$ cat config.mk
export PLATFORM = sky130hd
export DESIGN_NAME = pipe_trace_buffer
export DESIGN_NICKNAME = d
export VERILOG_FILES = /design/src/rtl/pipe_trace_pkg.sv /design/src/rtl/pipe_trace_buffer_trace_ram.sv /design/src/rtl/pipe_trace_buffer.sv
export SDC_FILE = /design/constraint.sdc
export NUM_CORES = 2
export LEC_CHECK = 0
export ABC_AREA = 1
export CAP_MARGIN = 20
export CORE_MARGIN = 5
export CORE_UTILIZATION = 30
export CTS_BUF_LIST = sky130_fd_sc_hd__clkbuf_8
export DETAILED_ROUTE_END_ITERATION = 7
export PLACE_DENSITY = 0.53
export RECOVER_POWER = 100
export SYNTH_ARGS = -nofsm -noshare
export SYNTH_HDL_FRONTEND = slang
export SYNTH_HIERARCHICAL = 1
export SYNTH_SLANG_ARGS = --single-unit
$ cat constraint.sdc
create_clock -name clk -period 9.1 [get_ports clk]
set_input_delay 0.91 -clock clk [delete_from_list [all_inputs] [get_ports clk]]
set_output_delay 0.91 -clock clk [all_outputs]
set_load 0.005 [all_outputs]
$ cat src/rtl/pipe_trace_pkg.sv
// Shared types and helpers for the pipeline trace buffer.
// Entry layout: stage s occupies {nop, pc} at bits [s*(PC_W+1) +: PC_W+1].
package pipe_trace_pkg;

   typedef enum logic [1:0] {
      IDLE  = 2'd0,
      ARMED = 2'd1,
      POST  = 2'd2,
      DUMP  = 2'd3
   } trace_state_t;

   localparam int MAX_ENTRY_W = 1024;
   localparam int MAX_PC_W    = 64;

   function automatic int entry_w(input int stages, input int pc_w);
      return stages * (pc_w + 1);
   endfunction

   function automatic logic [MAX_PC_W:0] entry_stage(
      input logic [MAX_ENTRY_W-1:0] e,
      input int                     s,
      input int                     pc_w
   );
      logic [MAX_ENTRY_W-1:0] sh;
      logic [MAX_PC_W:0]      m;
      sh = e >> (s * (pc_w + 1));
      m  = '0;
      m  = ~m >> (MAX_PC_W - pc_w);
      return sh[MAX_PC_W:0] & m;
   endfunction

endpackage

$ cat src/rtl/pipe_trace_buffer_trace_ram.sv
// Trace storage: one synchronous write port, one asynchronous read port.
module trace_ram
   import pipe_trace_pkg::*;
#(
   parameter int STAGES = 5,
   parameter int PC_W   = 32,
   parameter int DEPTH  = 16,
   parameter int AW     = $clog2(DEPTH)
) (
   input  logic                             clk,
   input  logic                             we,
   input  logic [AW-1:0]                    waddr,
   input  logic [entry_w(STAGES, PC_W)-1:0] wdata,
   input  logic [AW-1:0]                    raddr,
   output logic [entry_w(STAGES, PC_W)-1:0] rdata
);

   localparam int W = entry_w(STAGES, PC_W);

   logic [W-1:0] mem [DEPTH];

   always_ff @(posedge clk) begin
      if (we) mem[waddr] <= wdata;
   end

   assign rdata = mem[raddr];

endmodule

$ cat src/rtl/pipe_trace_buffer.sv
// Circular pipeline trace capture with retire-PC trigger and oldest-first drain.
// Optional per-stage bubble counters: define PIPE_TRACE_BUBBLE_CNT_EN.
module pipe_trace_buffer
   import pipe_trace_pkg::*;
#(
   parameter int STAGES    = 5,
   parameter int PC_W      = 32,
   parameter int DEPTH     = 16,
   parameter int POST_TRIG = 8
) (
   input  logic                             clk,
   input  logic                             reset,
   input  logic [STAGES*PC_W-1:0]           stage_pc,
   input  logic [STAGES-1:0]                stage_nop,
   input  logic                             arm,
   input  logic [PC_W-1:0]                  trig_pc,
   input  logic                             rd_ready,
   output logic                             rd_valid,
   output logic [entry_w(STAGES, PC_W)-1:0] rd_data,
   output logic                             rd_last,
   output logic                             busy,
   output logic [31:0]                      retired
`ifdef PIPE_TRACE_BUBBLE_CNT_EN
   ,
   output logic [STAGES*16-1:0]             bubble_cnt
`endif
);

   localparam int EW = entry_w(STAGES, PC_W);
   localparam int AW = $clog2(DEPTH);

   if (POST_TRIG >= DEPTH) begin : g_chk_post
      $error("pipe_trace_buffer: POST_TRIG must be < DEPTH");
   end
   if (DEPTH < 4 || (DEPTH & (DEPTH - 1)) != 0) begin : g_chk_depth
      $error("pipe_trace_buffer: DEPTH must be a power of two >= 4");
   end

   trace_state_t  state;
   logic [AW-1:0] wr_ptr, rd_ptr, post_cnt, wr_ptr_nxt;
   logic [AW:0]   fill, rd_cnt, fill_nxt;
   logic [EW-1:0] wr_entry;
   logic [PC_W-1:0] wb_pc;
   logic          wb_nop, wr_en, trig_hit, last_wr, xfer;

   for (genvar s = 0; s < STAGES; s++) begin : g_entry
      assign wr_entry[s*(PC_W+1) +: PC_W+1] =
         {stage_nop[s], stage_pc[s*PC_W +: PC_W]};
   end

   assign wb_pc      = stage_pc[(STAGES-1)*PC_W +: PC_W];
   assign wb_nop     = stage_nop[STAGES-1];
   assign wr_en      = (state == ARMED) || (state == POST);
   assign trig_hit   = (state == ARMED) && !wb_nop && (wb_pc == trig_pc);
   assign last_wr    = (trig_hit && POST_TRIG == 0) ||
                       (state == POST && post_cnt == AW'(1));
   assign xfer       = rd_valid && rd_ready;
   assign wr_ptr_nxt = wr_ptr + 1'b1;
   assign fill_nxt   = (fill == (AW+1)'(DEPTH)) ? fill : fill + 1'b1;

   always_ff @(posedge clk) begin
      if (reset) begin
         state    <= IDLE;
         wr_ptr   <= '0;
         rd_ptr   <= '0;
         post_cnt <= '0;
         fill     <= '0;
         rd_cnt   <= '0;
         rd_valid <= 1'b0;
         rd_last  <= 1'b0;
         busy     <= 1'b0;
         retired  <= '0;
      end else begin
         unique case (state)
            IDLE: begin
               if (arm) begin
                  state   <= ARMED;
                  busy    <= 1'b1;
                  wr_ptr  <= '0;
                  fill    <= '0;
                  retired <= '0;
               end
            end
            ARMED, POST: begin
               wr_ptr <= wr_ptr_nxt;
               fill   <= fill_nxt;
               if (!wb_nop) retired <= retired + 32'd1;
               if (last_wr) begin
                  // Oldest valid slot; a full buffer wraps to wr_ptr itself.
                  state    <= DUMP;
                  rd_ptr   <= wr_ptr_nxt - fill_nxt[AW-1:0];
                  rd_cnt   <= fill_nxt;
                  rd_valid <= 1'b1;
                  rd_last  <= (fill_nxt == (AW+1)'(1));
               end else if (trig_hit) begin
                  state    <= POST;
                  post_cnt <= AW'(POST_TRIG);
               end else if (state == POST) begin
                  post_cnt <= post_cnt - 1'b1;
               end
            end
            DUMP: begin
               if (xfer) begin
                  rd_ptr  <= rd_ptr + 1'b1;
                  rd_cnt  <= rd_cnt - 1'b1;
                  rd_last <= (rd_cnt == (AW+1)'(2));
                  if (rd_last) begin
                     state    <= IDLE;
                     rd_valid <= 1'b0;
                     rd_last  <= 1'b0;
                     busy     <= 1'b0;
                  end
               end
            end
         endcase
      end
   end

   trace_ram #(
      .STAGES(STAGES),
      .PC_W  (PC_W),
      .DEPTH (DEPTH)
   ) u_ram (
      .clk  (clk),
      .we   (wr_en),
      .waddr(wr_ptr),
      .wdata(wr_entry),
      .raddr(rd_ptr),
      .rdata(rd_data)
   );

`ifdef PIPE_TRACE_BUBBLE_CNT_EN
   always_ff @(posedge clk) begin
      if (reset || (state == IDLE && arm)) begin
         bubble_cnt <= '0;
      end else if (wr_en) begin
         for (int s = 0; s < STAGES; s++) begin
            if (stage_nop[s] && bubble_cnt[s*16 +: 16] != 16'hFFFF)
               bubble_cnt[s*16 +: 16] <= bubble_cnt[s*16 +: 16] + 16'd1;
         end
      end
   end
`endif

endmodule
==> summary.txt <==
GRT
  • Vias in the first global route: 73700
  • Total GRT Usage: 16.50%
  • Initial antenna violation count: 103
  • Largest net degree at the start of global routing: 231
  • Overflow after GRT: 0
  • First-pass GRT wire length: 488700 µm

Critical path
  • Reg2reg setup slack: 1.38 ns
  • Buffers and inverters on the worst path: 4
  • Worst path slowest cell: clkbuf_1
  • Cell Chain, Critical Path: inv_1 -> ha_1 -> clkbuf_1 -> nand3b_1 -> nor2_1 -> clkbuf_1 -> clkbuf_1
  • Worst R2R End: u_ram/mem[8][122]
  • CP delay by family, top: buffers and inverters
  • CP Data Arrival Time: 8.34 ns
  • WP data required: 9.72 ns
  • Crit end category: flop
  • Worst Path Max Fanout: 31
  • Max stage delay on crit path: 2.49 ns
  • WS Path Type: reg -> reg
  • Critical Path Start Type: flop
  • Most common cell on crit path: clkbuf_1
  • R2r worst-path depth: 7
  • Reg2reg start: state[0]

Clocking
  • Clock tree sinks: 2699
  • Post-CTS resize count: 0
  • H-tree levels: 5
  • Hold Buf Count CTS: 0
  • # Post-CTS Setup Buffers: 0
  • CTS tree: yes
  • Root Driver: clkbuf_8
  • Num CTS Buffers: 457
  • CTS max path bufs: 4
  • Clk_lat worst skew: 1.15 ns
  • CTS clk-pin slew, worst paths: 0.06 ns

Yosys
  • Register area share after synthesis: 70.49%
  • Syn nets: 10860
  • Synth unique cells: 48
  • Synth Instances: 10650
  • Yosys top cell area share: 69.46%
  • Mean Syn Cell Area: 10.72 µm²
  • Most used flip-flop cell after synthesis: edfxtp_1
  • Flop and latch count out of synthesis: 2699
  • Cell accounting for the most synthesized area: edfxtp_1
  • Post-synthesis cell area: 0.1141 mm²
  • Warnings, synthesis: 6
  • Number of synthesized flops with an enable pin: 2640
  • Ys async rst share: 0%
  • Top cells by area in the synthesized netlist: edfxtp_1 (69%), nand2_1 (13%), nand3_1 (8.4%)

Route
  • Vias post-DR: 75970
  • Pre-antenna DRT Iters: 7
  • DRT iter0 DRCs: 5959
  • DRT Wirelength: 334000 µm
  • Final ANT Viol Nets: 0
  • WL/cell: 20.27 µm
  • Vias/cell: 4.610
  • Post-route DRC: 0

Pwr
  • Total power draw: 34.58 mW
  • Lkg Pwr: 51.74 nW
  • Worst VDD drop: 0.2659 mV
  • PD cells: 264.4 mW/mm²

Min path
  • Hold EP: busy
  • Worst hold path type: reg -> reg
  • Hold path depth: 2
  • Worst hold start: busy

Timing
  • Pins Over Slew Limit: 3198
  • RSZ-0062 raised after global routing: false
  • Number of failing hold endpoints at the final stage: 0
  • Endpoints failing setup: 0
  • Final setup TNS: 0 ns
  • Hold Worst Slack: 0.4783 ns
  • F_max: 129.6 MHz
  • Relative slew margins: -314.1%
  • Fin crit share: 84.80%
  • Post-route minimum period: 7.716 ns
  • Actual slew at the worst max-slew pin: 6.212 ns
  • Skew final: 0.09946 ns

Status
  • Failing checks: capacitance limit, slew limit
  • Status: complete, but fails checks

Die
  • Initial Utilization: 30.12%
  • Width of the die: 626.8 µm
  • Die height: 626.8 µm
  • Placeable Area: 0.3789 mm²
  • FP Rows: 226
  • Ports: 401
  • Die area: 0.3929 mm²

Placed design
  • Cell area after placement: 0.1231 mm²
  • GP Congestion: 0.7800
  • # placed instances: 15620
  • Port bufs: 400
  • Hpwl dp: 161200 µm

Finish
  • Commonest non-fill, non-tap cell in the layout: nand2_1
  • Commonest cells after routing, fill and taps aside: nand2_1 (3885), edfxtp_1 (2640), nand3_1 (1919), inv_1 (1404), clkbuf_8 (462)
  • Design area: 0.1308 mm²
  • Area delta synth->final: 14.55%
  • Post-Layout Cell Count: 16480
  • Final net count: 11280
  • Layout cell share with drive strength beyond 1: 5.866%

Job
  • Max cap viols: 60
==> metal layers <==
layer	GRT usage, %	vias up	share of wire [%]
li1	-	36250	-
met1	22.12	36950	44
met2	26.70	2070	47
met3	3.213	661	5.9
met4	5.795	44	3.2
met5	0	-	0.078
==> kinds of logic (layout without fill, tap and decap cells) <==
kind of cell	count (synthesis)	in the layout	share of synthesized area (%)
DFF	2699	2699	70.49
adders and majority gates	17	17	0.1929
and+or+nand+nor	6015	6015	22.14
xor gates and xnor gates	24	24	0.1842
buffers and inverters	1793	2569	6.520
other	0	41	0
AOI/OAI and AO/OA	97	97	0.4714
==> sequential cells by signal (all words and copies together) (netlist names), 2 cells and up <==
| name | count |
|---|---|
| state | 2 |
| retired | 32 |
| rd_cnt | 5 |
| rd_ptr | 4 |
| wr_ptr | 4 |
| post_cnt | 4 |
| u_ram/mem | 2640 |
| fill | 5 |
==> stage by stage <==
step           util (%)  worst slack [ns]
2_1_floorplan         -            0.6191
5_1_grt           34.50             1.074
3_3_place_gp      32.48             3.632
3_5_place_dp      32.48             3.641
6_report          34.51             1.384
4_1_cts           34.64             2.345
==> synth_stat cells (6+ instances only) <==
| cell type | instances |
|---|---|
| nor2_1 | 118 |
| edfxtp_1 | 2640 |
| inv_1 | 1224 |
| o21ai_0 | 27 |
| nand3_1 | 1919 |
| buf_1 | 48 |
| xor2_1 | 9 |
| ha_1 | 16 |
| nand4_1 | 23 |
| inv_2 | 6 |
| dfxtp_1 | 59 |
| buf_4 | 50 |
| nand2_1 | 3883 |
| a21oi_1 | 52 |
| clkbuf_1 | 82 |
| buf_6 | 7 |
| nor3_1 | 17 |
| buf_2 | 371 |
| xnor2_1 | 15 |
| or2_2 | 30 |
==> area by class of cell <==
class / count / area [µm²]
fillers: 37910 / 248200
flip-flops and latches: 2699 / 80470
multi-input cells: 6153 / 26210
clock buffers: 462 / 6359
well taps: 5016 / 6276
repair buffers: 515 / 4882
inverters: 1233 / 4654
clock inverters: 359 / 1800
diodes: 41 / 102.6
==> worst min-delay path, cell delays in order, from the launching register on <==
cell,delay [ns]
dfxtp_1,0.31
nand2_1,0.06
a21oi_1,0.05
==> worst max-delay path by stage <==
stage / slack, ns / startpoint / endpoint / cells past startpoint
6_report: 1.38 / state[0] / u_ram/mem[8][122] / 7
5_1_grt: 1.07 / rd_ptr[0] / rd_data[135] / 9
4_1_cts: 2.35 / rd_ptr[1] / rd_data[91] / 9
3_5_place_dp: 3.64 / rd_ptr[1] / rd_data[91] / 9
3_3_place_gp: 3.63 / rd_ptr[1] / rd_data[85] / 8
2_1_floorplan: 0.62 / state[0] / u_ram/mem[12][0] / 4
==> power by group <==
part	leakage [nW]	switching, mW	internal (mW)
Sequential	24.3	0.264	14.5
Clock	4.80	4.98	4.89
Combinational	22.7	6.77	3.22
Total	51.7	12.0	22.6
No activity file was read; power rests on OpenSTA's default activity.
